**src/rtl/vm_proj_readout.sv**
```systemverilog
`default_nettype none
// ============================================================================
// vm_proj_readout : counts VM projection writes per event, streams them out
// Optional paging: VM_PROJ_READOUT_PAGE_EN          Revision: 1.0
// ============================================================================
module vm_proj_readout #(
    parameter int ADDR_W      = 9,
    parameter int RD_LAT      = 2,
    parameter int FIFO_DEPTH  = 4,
    parameter int MAX_ENTRIES = 511
) (
    input  logic              clk,
    input  logic              reset_n,
    input  logic              start,
    input  logic              wr_en_phi1z1,
    input  logic              wr_en_phi1z2,
    input  logic              wr_en_phi2z1,
    input  logic              wr_en_phi2z2,
    input  logic              wr_en_phi3z1,
    input  logic              wr_en_phi3z2,
`ifdef VM_PROJ_READOUT_PAGE_EN
    output logic [ADDR_W:0]   rd_add,
`else
    output logic [ADDR_W-1:0] rd_add,
`endif
    output logic              rd_en,
    input  logic [12:0]       mem_phi1z1,
    input  logic [12:0]       mem_phi1z2,
    input  logic [12:0]       mem_phi2z1,
    input  logic [12:0]       mem_phi2z2,
    input  logic [12:0]       mem_phi3z1,
    input  logic [12:0]       mem_phi3z2,
    output logic [15:0]       vmp_data,
    output logic              vmp_valid,
    input  logic              vmp_ready,
    output logic              busy,
    output logic              done,
    output logic              overflow
);
    localparam int PTR_W = (FIFO_DEPTH > 1) ? $clog2(FIFO_DEPTH) : 1;
    localparam int OCC_W = $clog2(FIFO_DEPTH + 1);
    localparam int SUM_W = $clog2(FIFO_DEPTH + RD_LAT + 1);
    localparam logic [ADDR_W-1:0] C_MAX = ADDR_W'(MAX_ENTRIES);
    localparam logic [ADDR_W-1:0] C_ONE = ADDR_W'(1);

    typedef enum logic [1:0] {
        S_IDLE  = 2'd0,
        S_READ  = 2'd1,
        S_DRAIN = 2'd2,
        S_DONE  = 2'd3
    } state_t;

    state_t            r_state, w_state_nxt;
    logic [ADDR_W-1:0] r_cnt [6];
    logic [ADDR_W-1:0] r_snap [6];
    logic [ADDR_W-1:0] r_addr;
    logic [2:0]        r_vm_sel;
    logic [5:0]        w_wr, w_cnt_nz, w_snap_nz, w_sat_hit, w_above;
    logic [3:0]        w_first, w_next;
    logic              w_take, w_dup_start, w_last_of_vm, w_credit, r_overflow;
    logic [RD_LAT-1:0] r_pipe_vld;
    logic [2:0]        r_pipe_vm [RD_LAT];
    logic [15:0]       r_fifo [FIFO_DEPTH];
    logic [PTR_W-1:0]  r_wr_ptr, r_rd_ptr;
    logic [OCC_W-1:0]  r_occ;
    logic [SUM_W-1:0]  w_inflight;
    logic [12:0]       w_mem_sel;
    logic              w_push, w_pop, w_drained;

    // {found, index} of the lowest set bit
    function automatic logic [3:0] pick_lowest(input logic [5:0] mask);
        logic [3:0] r;
        r = 4'd0;
        for (int i = 5; i >= 0; i--) begin
            if (mask[i]) r = {1'b1, 3'(i)};
        end
        return r;
    endfunction

    function automatic logic [PTR_W-1:0] ptr_inc(input logic [PTR_W-1:0] p);
        return (p == PTR_W'(FIFO_DEPTH - 1)) ? '0 : p + PTR_W'(1);
    endfunction

    assign w_wr = {wr_en_phi3z2, wr_en_phi3z1, wr_en_phi2z2,
                   wr_en_phi2z1, wr_en_phi1z2, wr_en_phi1z1};

`ifdef VM_PROJ_READOUT_PAGE_EN
    logic r_pending, r_page, r_rd_page;
    assign w_take      = (r_state == S_IDLE) && (start || r_pending);
    assign w_dup_start = start && r_pending && (r_state != S_IDLE);
    assign rd_add      = {r_rd_page, r_addr};

    // Router writes r_page; the readout walks the page closed by the last start
    always_ff @(posedge clk) begin
        if (!reset_n) begin
            r_pending <= 1'b0;
            r_page    <= 1'b0;
            r_rd_page <= 1'b0;
        end else if (w_take) begin
            r_pending <= start && r_pending;
            r_page    <= ~r_page;
            r_rd_page <= r_page;
        end else if (start) begin
            r_pending <= 1'b1;
        end
    end
`else
    assign w_take      = (r_state == S_IDLE) && start;
    assign w_dup_start = 1'b0;
    assign rd_add      = r_addr;
`endif

    always_comb begin
        w_cnt_nz  = '0;
        w_snap_nz = '0;
        w_sat_hit = '0;
        for (int i = 0; i < 6; i++) begin
            w_cnt_nz[i]  = (r_cnt[i] != '0);
            w_snap_nz[i] = (r_snap[i] != '0);
            w_sat_hit[i] = w_wr[i] && !w_take && (r_cnt[i] == C_MAX - C_ONE);
        end
    end

    always_ff @(posedge clk) begin
        if (!reset_n) begin
            for (int i = 0; i < 6; i++) begin
                r_cnt[i]  <= '0;
                r_snap[i] <= '0;
            end
            r_overflow <= 1'b0;
        end else begin
            for (int i = 0; i < 6; i++) begin
                if (w_take) begin
                    r_snap[i] <= r_cnt[i];
                    r_cnt[i]  <= w_wr[i] ? C_ONE : '0;
                end else if (w_wr[i] && (r_cnt[i] != C_MAX)) begin
                    r_cnt[i] <= r_cnt[i] + C_ONE;
                end
            end
            if ((|w_sat_hit) || w_dup_start) r_overflow <= 1'b1;
        end
    end
    assign overflow = r_overflow;

    assign w_first      = pick_lowest(w_cnt_nz);
    assign w_above      = 6'h3f << (r_vm_sel + 3'd1);
    assign w_next       = pick_lowest(w_snap_nz & w_above);
    assign w_last_of_vm = (r_addr == r_snap[r_vm_sel] - C_ONE);

    always_comb begin
        w_inflight = '0;
        for (int i = 0; i < RD_LAT; i++) w_inflight = w_inflight + SUM_W'(r_pipe_vld[i]);
    end
    assign w_credit  = (SUM_W'(r_occ) + w_inflight) < SUM_W'(FIFO_DEPTH);
    assign w_drained = (w_inflight == '0) &&
                       ((r_occ == '0) || ((r_occ == OCC_W'(1)) && w_pop));

    always_ff @(posedge clk) begin
        if (!reset_n) r_state <= S_IDLE;
        else          r_state <= w_state_nxt;
    end

    always_comb begin
        w_state_nxt = r_state;
        rd_en       = 1'b0;
        busy        = 1'b0;
        done        = 1'b0;
        case (r_state)
            S_IDLE: if (w_take) w_state_nxt = w_first[3] ? S_READ : S_DONE;
            S_READ: begin
                busy = 1'b1;
                if (w_credit) begin
                    rd_en = 1'b1;
                    if (w_last_of_vm && !w_next[3]) w_state_nxt = S_DRAIN;
                end
            end
            S_DRAIN: begin
                busy = 1'b1;
                if (w_drained) w_state_nxt = S_DONE;
            end
            S_DONE: begin
                done        = 1'b1;
                w_state_nxt = S_IDLE;
            end
            default: w_state_nxt = S_IDLE;
        endcase
    end

    // Moving to the next VM restarts at address 0 in the same cycle
    always_ff @(posedge clk) begin
        if (!reset_n) begin
            r_addr   <= '0;
            r_vm_sel <= 3'd0;
        end else if (w_take) begin
            r_addr   <= '0;
            r_vm_sel <= w_first[2:0];
        end else if (rd_en) begin
            if (w_last_of_vm) begin
                r_addr <= '0;
                if (w_next[3]) r_vm_sel <= w_next[2:0];
            end else begin
                r_addr <= r_addr + C_ONE;
            end
        end
    end

    always_ff @(posedge clk) begin
        if (!reset_n) begin
            r_pipe_vld <= '0;
            for (int i = 0; i < RD_LAT; i++) r_pipe_vm[i] <= 3'd0;
        end else begin
            r_pipe_vld[0] <= rd_en;
            r_pipe_vm[0]  <= r_vm_sel;
            for (int i = 1; i < RD_LAT; i++) begin
                r_pipe_vld[i] <= r_pipe_vld[i-1];
                r_pipe_vm[i]  <= r_pipe_vm[i-1];
            end
        end
    end

    always_comb begin
        w_mem_sel = 13'd0;
        case (r_pipe_vm[RD_LAT-1])
            3'd0:    w_mem_sel = mem_phi1z1;
            3'd1:    w_mem_sel = mem_phi1z2;
            3'd2:    w_mem_sel = mem_phi2z1;
            3'd3:    w_mem_sel = mem_phi2z2;
            3'd4:    w_mem_sel = mem_phi3z1;
            3'd5:    w_mem_sel = mem_phi3z2;
            default: w_mem_sel = 13'd0;
        endcase
    end

    assign w_push    = r_pipe_vld[RD_LAT-1];
    assign vmp_valid = (r_occ != '0);
    assign w_pop     = vmp_valid && vmp_ready;
    assign vmp_data  = vmp_valid ? r_fifo[r_rd_ptr] : 16'd0;

    always_ff @(posedge clk) begin
        if (w_push) r_fifo[r_wr_ptr] <= {r_pipe_vm[RD_LAT-1], w_mem_sel};
    end

    always_ff @(posedge clk) begin
        if (!reset_n) begin
            r_wr_ptr <= '0;
            r_rd_ptr <= '0;
            r_occ    <= '0;
        end else begin
            if (w_push) r_wr_ptr <= ptr_inc(r_wr_ptr);
            if (w_pop)  r_rd_ptr <= ptr_inc(r_rd_ptr);
            case ({w_push, w_pop})
                2'b10:   r_occ <= r_occ + OCC_W'(1);
                2'b01:   r_occ <= r_occ - OCC_W'(1);
                default: r_occ <= r_occ;
            endcase
        end
    end
endmodule
`default_nettype wire

```
**config.mk**
```make
export PLATFORM = sky130hd
export DESIGN_NAME = vm_proj_readout
export DESIGN_NICKNAME = d
export VERILOG_FILES = /design/src/rtl/vm_proj_readout.sv
export SDC_FILE = /design/constraint.sdc
export NUM_CORES = 1
export LEC_CHECK = 0
export BUFFER_PORTS_ARGS = -buffer_cell sky130_fd_sc_hd__buf_2
export CORE_AREA = 2 2 156 158
export DETAILED_ROUTE_END_ITERATION = 10
export DIE_AREA = 0 0 158 160
export GPL_ROUTABILITY_DRIVEN = 0
export HOLD_SLACK_MARGIN = 0.1
export MAX_ROUTING_LAYER = met4
export PLACE_DENSITY_LB_ADDON = 0.05
export SYNTH_ARGS = -nofsm -noshare
export SYNTH_HDL_FRONTEND = slang
export SYNTH_SLANG_ARGS = --single-unit
```
**constraint.sdc**
```tcl
create_clock -name clk -period 6.8 [get_ports clk]
set_input_delay 1.36 -clock clk [delete_from_list [all_inputs] [get_ports clk]]
set_output_delay 1.36 -clock clk [all_outputs]
set_load 0.02 [all_outputs]
```
Word level (Yosys, flattened, before mapping)
Memories as Yosys holds them, arrays and structs flattened. A register that Yosys moved wholly into a read port is not among the register bits.
Index checks and enable logic that the tools add are counted.
{ "totals": {"reg_bits": 24, "ramBits": 178, "output_inout_bits": 30, "elab_cells": 226, "mem_count": 4} }
{ "memory_table": {"columns": ["memory", "words", "width", "read_ports", "rd_clocked_by_memory_dff", "write_ports", "line", "text"], "rows": [
  ["r_fifo", 4, 16, 1, 1, 1, "63", "logic [15:0] r_fifo [FIFO_DEPTH];"],
  ["r_cnt", 6, 9, 6, 0, 6, "54", "logic [ADDR_W-1:0] r_cnt [6];"],
  ["r_snap", 6, 9, 7, 1, 6, "55", "logic [ADDR_W-1:0] r_snap [6];"],
  ["r_pipe_vm", 2, 3, 2, 0, 2, "62", "logic [2:0] r_pipe_vm [RD_LAT];"]
]} }
{ "classes": {"addsub": 15, "order_cmp": 1, "n_eq_ne": 30, "shift": 1, "mux": 93, "n_bitwise": 22, "reduce_logical": 52} }
{ "ops": {"columns": ["cell", "n"], "rows": [
  ["$mux W9", 19],
  ["$reduce_bool A9 Y1", 12],
  ["$pmux W13 S6", 1],
  ["$add A9 B1 Y9 const B", 7],
  ["$eq A9 B9 Y1 const B", 6],
  ["$ne A9 B9 Y1 const B", 6],
  ["$mux W4", 12],
  ["$mux W1", 41],
  ["$mux W3", 8],
  ["$logic_and A1 B1 Y1", 23],
  ["$or A1 B1 Y1", 20],
  ["$mux W2", 9],
  ["$mux W16", 1],
  ["$eq A2 B2 Y1 const B", 5],
  ["$eq A9 B9 Y1", 1],
  ["$logic_not A3 Y1", 3],
  ["$sub A9 B1 Y9 const B", 1],
  ["$ne A2 B2 Y1 const B", 4],
  ["$pmux W2 S4", 1],
  ["$reduce_bool A2 Y1", 4],
  ["$add A3 B1 Y3 const B", 2],
  ["$and A6 B6 Y6", 1],
  ["$eq A3 B1 Y1 const B", 2],
  ["$eq A3 B2 Y1 const B", 2],
  ["other kinds (18)", 23]
]} }

Logic depth before layout (Yosys ltp)
{ "depth": {"word_depth": 15, "depth_mapped": 13} }

Worst setup path before layout
Ideal clock, no wire load.
{ "synth_path": {"kind": "input to register", "from": "input reset_n", "to": "memory r_cnt[5][0], data pin", "setup_time_ps": 152, "arrival_time_ps": 3737, "required_time_ps": 6648, "setup_slack_ps": 2910, "stages": 7, "n_path_buf": 2, "cell_sequence": "clkbuf_1 -> clkinv_1 -> a21oi_1 -> inv_1 -> or3_1 -> clkbuf_1 -> o21ai_0"} }
{ "synth_lines": {"columns": ["element", "line", "text"], "rows": [
  ["from (decl)", "13", "input logic reset_n,"],
  ["to (decl)", "54", null]
]} }

Final worst setup path
{ "layout_path": {"from": "register r_pipe_vld[1]", "to": "output rd_en"} }
{ "layout_via": {"elab_chain_len": 5} }
{ "layout_lines": {"columns": ["element", "line", "text"], "rows": [
  ["from (decl)", "61", "logic [RD_LAT-1:0] r_pipe_vld;"],
  ["from (signal, indexed assignment)", "215", "r_pipe_vld[i] <= r_pipe_vld[i-1];"],
  ["$add A1 B1 Y2", "152", "for (int i = 0; i < RD_LAT; i++) w_inflight = w_inflight + SUM_W'(r_pipe_vld[i]);"],
  ["$add A3 B2 Y3", "154", "assign w_credit = (SUM_W'(r_occ) + w_inflight) < SUM_W'(FIFO_DEPTH);"],
  ["$lt A3 B3 Y1", "154", null],
  ["$mux W1", "172", "if (w_credit) begin"],
  ["$mux W1", "168", "case (r_state)"],
  ["to (decl)", "26", "output logic rd_en,"]
]} }
Every way passes these cells.

==> results by stage <==
Outcome:
- The flow ran to the end, and the final reports show no timing, DRC or antenna violations.

Worst setup path:
- The startpoint type of the worst setup path is a flip-flop.
- STA classifies the critical path endpoint as an output port.
- In this run the worst path has a maximum fanout of 9.
- The critical-path cell with the highest stage delay is nor2b_1.
- Data on the critical path is required at its endpoint by 5440 ps.
- The data arrival time of the worst path is 2470 ps.
- Walking the worst path, the cells encountered are inv_1 -> ha_1 -> a31oi_1 -> xnor2_1 -> nor2b_1 -> buf_2.
- By startpoint and endpoint, the worst setup path is classified as reg -> out.
- The maximum single-stage delay on the critical path is 500 ps.

Clock network:
- In this run the number of H-tree levels came out at 1.
- The number of buffers inserted to repair setup after CTS is 0.
- Hold repair after CTS inserted 0 buffers.
- At the later pin of the worst-skew pair, clock insertion delay measures 510 ps.
- Clock-pin slew was measured on the worst setup and hold paths at 60 ps.
- TritonCTS created 24 clock buffers.
- The CTS tree is built.
- The deepest clock path buffer count is 3.
- The post-CTS resize count is 0.
- The clock net sink count is 207.
- The library cell used as clock root buffer is clkbuf_16.

Yosys:
- The mapped netlist covers 10900 um2.
- The share of synthesized registers carrying an async set or reset is 0%.
- The number of instances in the synthesized netlist is 919.
- Synthesis inferred 207 register bits.
- The total nets after synthesis is 1055.
- The number of enable flip-flop cells after synthesis is 172.
- The Yosys step of the flow raised 0 warnings.
- The flip-flop cell with the highest count after synthesis is edfxtp_1.
- The post-synthesis area per instance is 11.9 um2.
- For this run, the register share of the synthesized area comes to 53.7%.
- The number of distinct library cells after synthesis is 60.

Drt:
- The first-pass iteration count of the detailed router is 5.
- Wires add up to 25200 um.
- The initial DRC count is 400.
- Once detail routing completed, the nets flagged for antenna violations numbered 0.
- After detailed routing, the number of remaining DRC violations is 0.
- For this block, the via count after detailed routing is 7316.
- The detail-routed via count per cell is 5.31.
- Dividing the detail-routed wire length by the instance count gives 18.3 um.

STA:
- The setup-violating endpoint count in the final report is 0.
- The clock period minus worst slack is 3830 ps.
- Adding up every negative setup slack in the final design gives 0 ps.
- The minimum setup slack in the final design is 2970 ps.
- The worst path uses 56.3% of the clock period.
- The total count of max-transition violations in the final report is 0.
- The slew of the pin with the lowest slew margin is 1030 ps.
- The normalized max-slew margin is 31.3%.
- Setup repair after global routing left no endpoint under its margin.
- The final-report hold violation count is 0.
- The fmax is 261 MHz.
- The worst clock skew on the final layout is 18.3 ps.

GRT:
- The layer with the highest usage after global routing is met2.
- The total routing resource utilization after global routing is 20.4%.
- The maximum number of pins on one net before global-route repair is 47.
- For met2 alone, demand over resource in global routing was 34.8%.
- The number of antenna violations at the first check in global routing was 0.
- The met3 track demand over resource in global routing is 3.31%.
- The wire length of the first global-routing pass is 39200 um.
- The global routing usage on met1 is 25.7%.
- The number of global-route vias before repair is 7264.
- After global routing the overflow that remains totals 0.

Die:
- The initial core utilization is 45.8%.
- After floorplanning, the core was divided into 57 placement rows.
- Pin placement for this block handled 118 I/O pins.
- In this run the standard cell core region covers 23800 um2.
- The area of the die is 25300 um2.
- The die is 158 um wide.
- The die is 160 um tall.

Power and ir drop:
- The total net switching power is 1.11 mW.
- In this run switching power makes up 30.2% of total power.
- The total design power is 3.69 mW.
- The static leakage power is 4.90 nW.
- In this run, flip-flops and latches consume 44.7% of the power.
- Per report_power, the clock group accounts for 31.7% of the total.
- Per report_power, the combinational group accounts for 23.6% of the total.
- The cell internal power dissipation is 2.58 mW.
- VDD sags by at most 0.158 mV.
- Dividing total power by cell area gives a power density of 294 nW/um2.

Run:
- Max-cap violations in this run came to 0.

Finish:
- Cells fill 52.7% of the core in the end.
- After the last flow step, the layout net total stands at 1175.
- The number of antenna diodes in the final layout is 0.
- The area growth from synthesis to layout is 15.1%.
- Of the cells placed in the final design, the portion with a size suffix greater than 1 is 20.6%.

Place:
- The port buffer count is 117.
- Detailed placement ended at an HPWL of 18200 um.
- OpenSTA, run right after detailed placement, puts the worst setup slack at 2980 ps.

Worst hold path:
- The tightest min-delay check is of the reg -> reg type.
area by class of cell:
class,instances,area (um2)
clock inverters,7,36.3
well taps,324,405
flip-flops and latches,207,5870
repair buffers,131,691
multi-input cells,621,4690
inverters,54,203
fillers,2159,11300
clock buffers,35,673
registers in the layout (all words and copies together) (netlist names), 2 cells and up, named ones only:
| register | flops |
|---|---|
| r_cnt | 54 |
| r_occ | 3 |
| r_snap | 54 |
| r_pipe_vld | 2 |
| r_rd_ptr | 2 |
| r_pipe_vm | 6 |
| rd_add | 9 |
| r_fifo | 64 |
| r_vm_sel | 3 |
| r_wr_ptr | 2 |
| r_state | 2 |
cells in the mapped netlist (2+ instances only):
master    number  share of area [%]
nor4b_1        6               0.48
xor2_1        40                3.2
xnor2_1       16                1.3
nand3_1       30                1.4
nand2b_1       3               0.17
mux2i_1       32                2.9
nor3b_1        2               0.14
or3_1         10               0.57
o21ai_0       23                1.1
nor2_1        91                3.1
and3_1        25                1.4
o22ai_1        9               0.52
inv_1         53                1.8
a221oi_1       2               0.16
a21oi_1       13               0.60
o32ai_1        2               0.16
nand4_1       13               0.74
a22o_1         2               0.16
a22oi_1       11               0.76
and2_1        72                4.1
nor2b_1        7               0.40
edfxtp_1     172                 47
buf_1          2              0.069
o221ai_1       5               0.40
nor3_1        24                1.1
mux4_2        25                5.2
nor4_1        14               0.80
ha_1          48                5.5
a31oi_1       13               0.74
mux2_2        20                2.1
clkbuf_1      31                1.1
nand2_1       39                1.3
buf_6          3               0.31
dfxtp_1       35                6.4
power groups by stage:
stage	Clock, mW	Combinational [mW]	Sequential, mW
after floorplan	0	0.660	1.61
after global routing	1.25	0.964	1.67
after global placement	0	0.873	1.68
after CTS	1.20	0.882	1.65
final	1.17	0.871	1.65
after detailed placement	0	0.877	1.68
cell usage in the layout (no fill, tap or decap), types with 10 or more instances in the layout:
cell,synthesis,layout
edfxtp_1,172,172
buf_2,1,117
nor2_1,91,90
and2_1,72,72
inv_1,53,52
ha_1,48,48
xor2_1,40,40
nand2_1,39,39
dfxtp_1,35,34
mux2i_1,32,32
nand3_1,30,30
and3_1,25,25
mux4_2,25,25
clkbuf_16,0,25
nor3_1,24,24
o21ai_0,23,23
mux2_2,20,20
xnor2_1,16,16
nor4_1,14,14
buf_4,0,14
a31oi_1,13,13
nand4_1,13,13
a21oi_1,13,13
a22oi_1,11,11
or3_1,10,10
through the flow:
stage	hold WS [ps]	cell area [um2]	cells
2_1_floorplan	412	10900	919
3_3_place_gp	417	11900	1337
3_5_place_dp	419	11900	1337
4_1_cts	436	12600	1379
5_1_grt	452	12600	1379
6_report	432	12600	1379
kinds of logic (layout without fill, tap and decap cells):
kind of cell	after synthesis	count (layout)	share of synthesized area, %
compound gates	91	91	5.47
xor+xnor	57	57	4.70
fa+ha+maj	48	48	5.50
buf+inv	91	227	3.35
flops	207	207	53.7
mux	79	79	10.5
simple gates	346	346	16.8
per-layer routing:
layer,wire length [um],part of all wire [%]
met2,12400,49
met1,10900,43
met5,0,0
met4,462,1.8
met3,1460,5.8
critical path, delay by kind of cell, from the launching register on:
kind	cells	cell delay, ps
adder cells (fa/ha/maj)	1	280
AO/OA/AOI/OAI	1	200
flip-flops	1	430
XOR/XNOR	1	130
buffers and inverters	2	420
AND/OR/NAND/NOR	1	500
worst paths after layout:
check                        startpoint                    endpoint  slack, ps  cells after the start
max            r_pipe_vld[1]$_SDFF_PN0_                       rd_en       2970                      6
min          r_pipe_vm[0][1]$_SDFF_PN0_  r_pipe_vm[0][4]$_SDFF_PN0_        430                      1
max reg2reg                   flip-flop                   flip-flop       3170                     11
min reg2reg  r_pipe_vm[0][1]$_SDFF_PN0_  r_pipe_vm[0][4]$_SDFF_PN0_        430                      1
(Power assumes the default switching activity.)
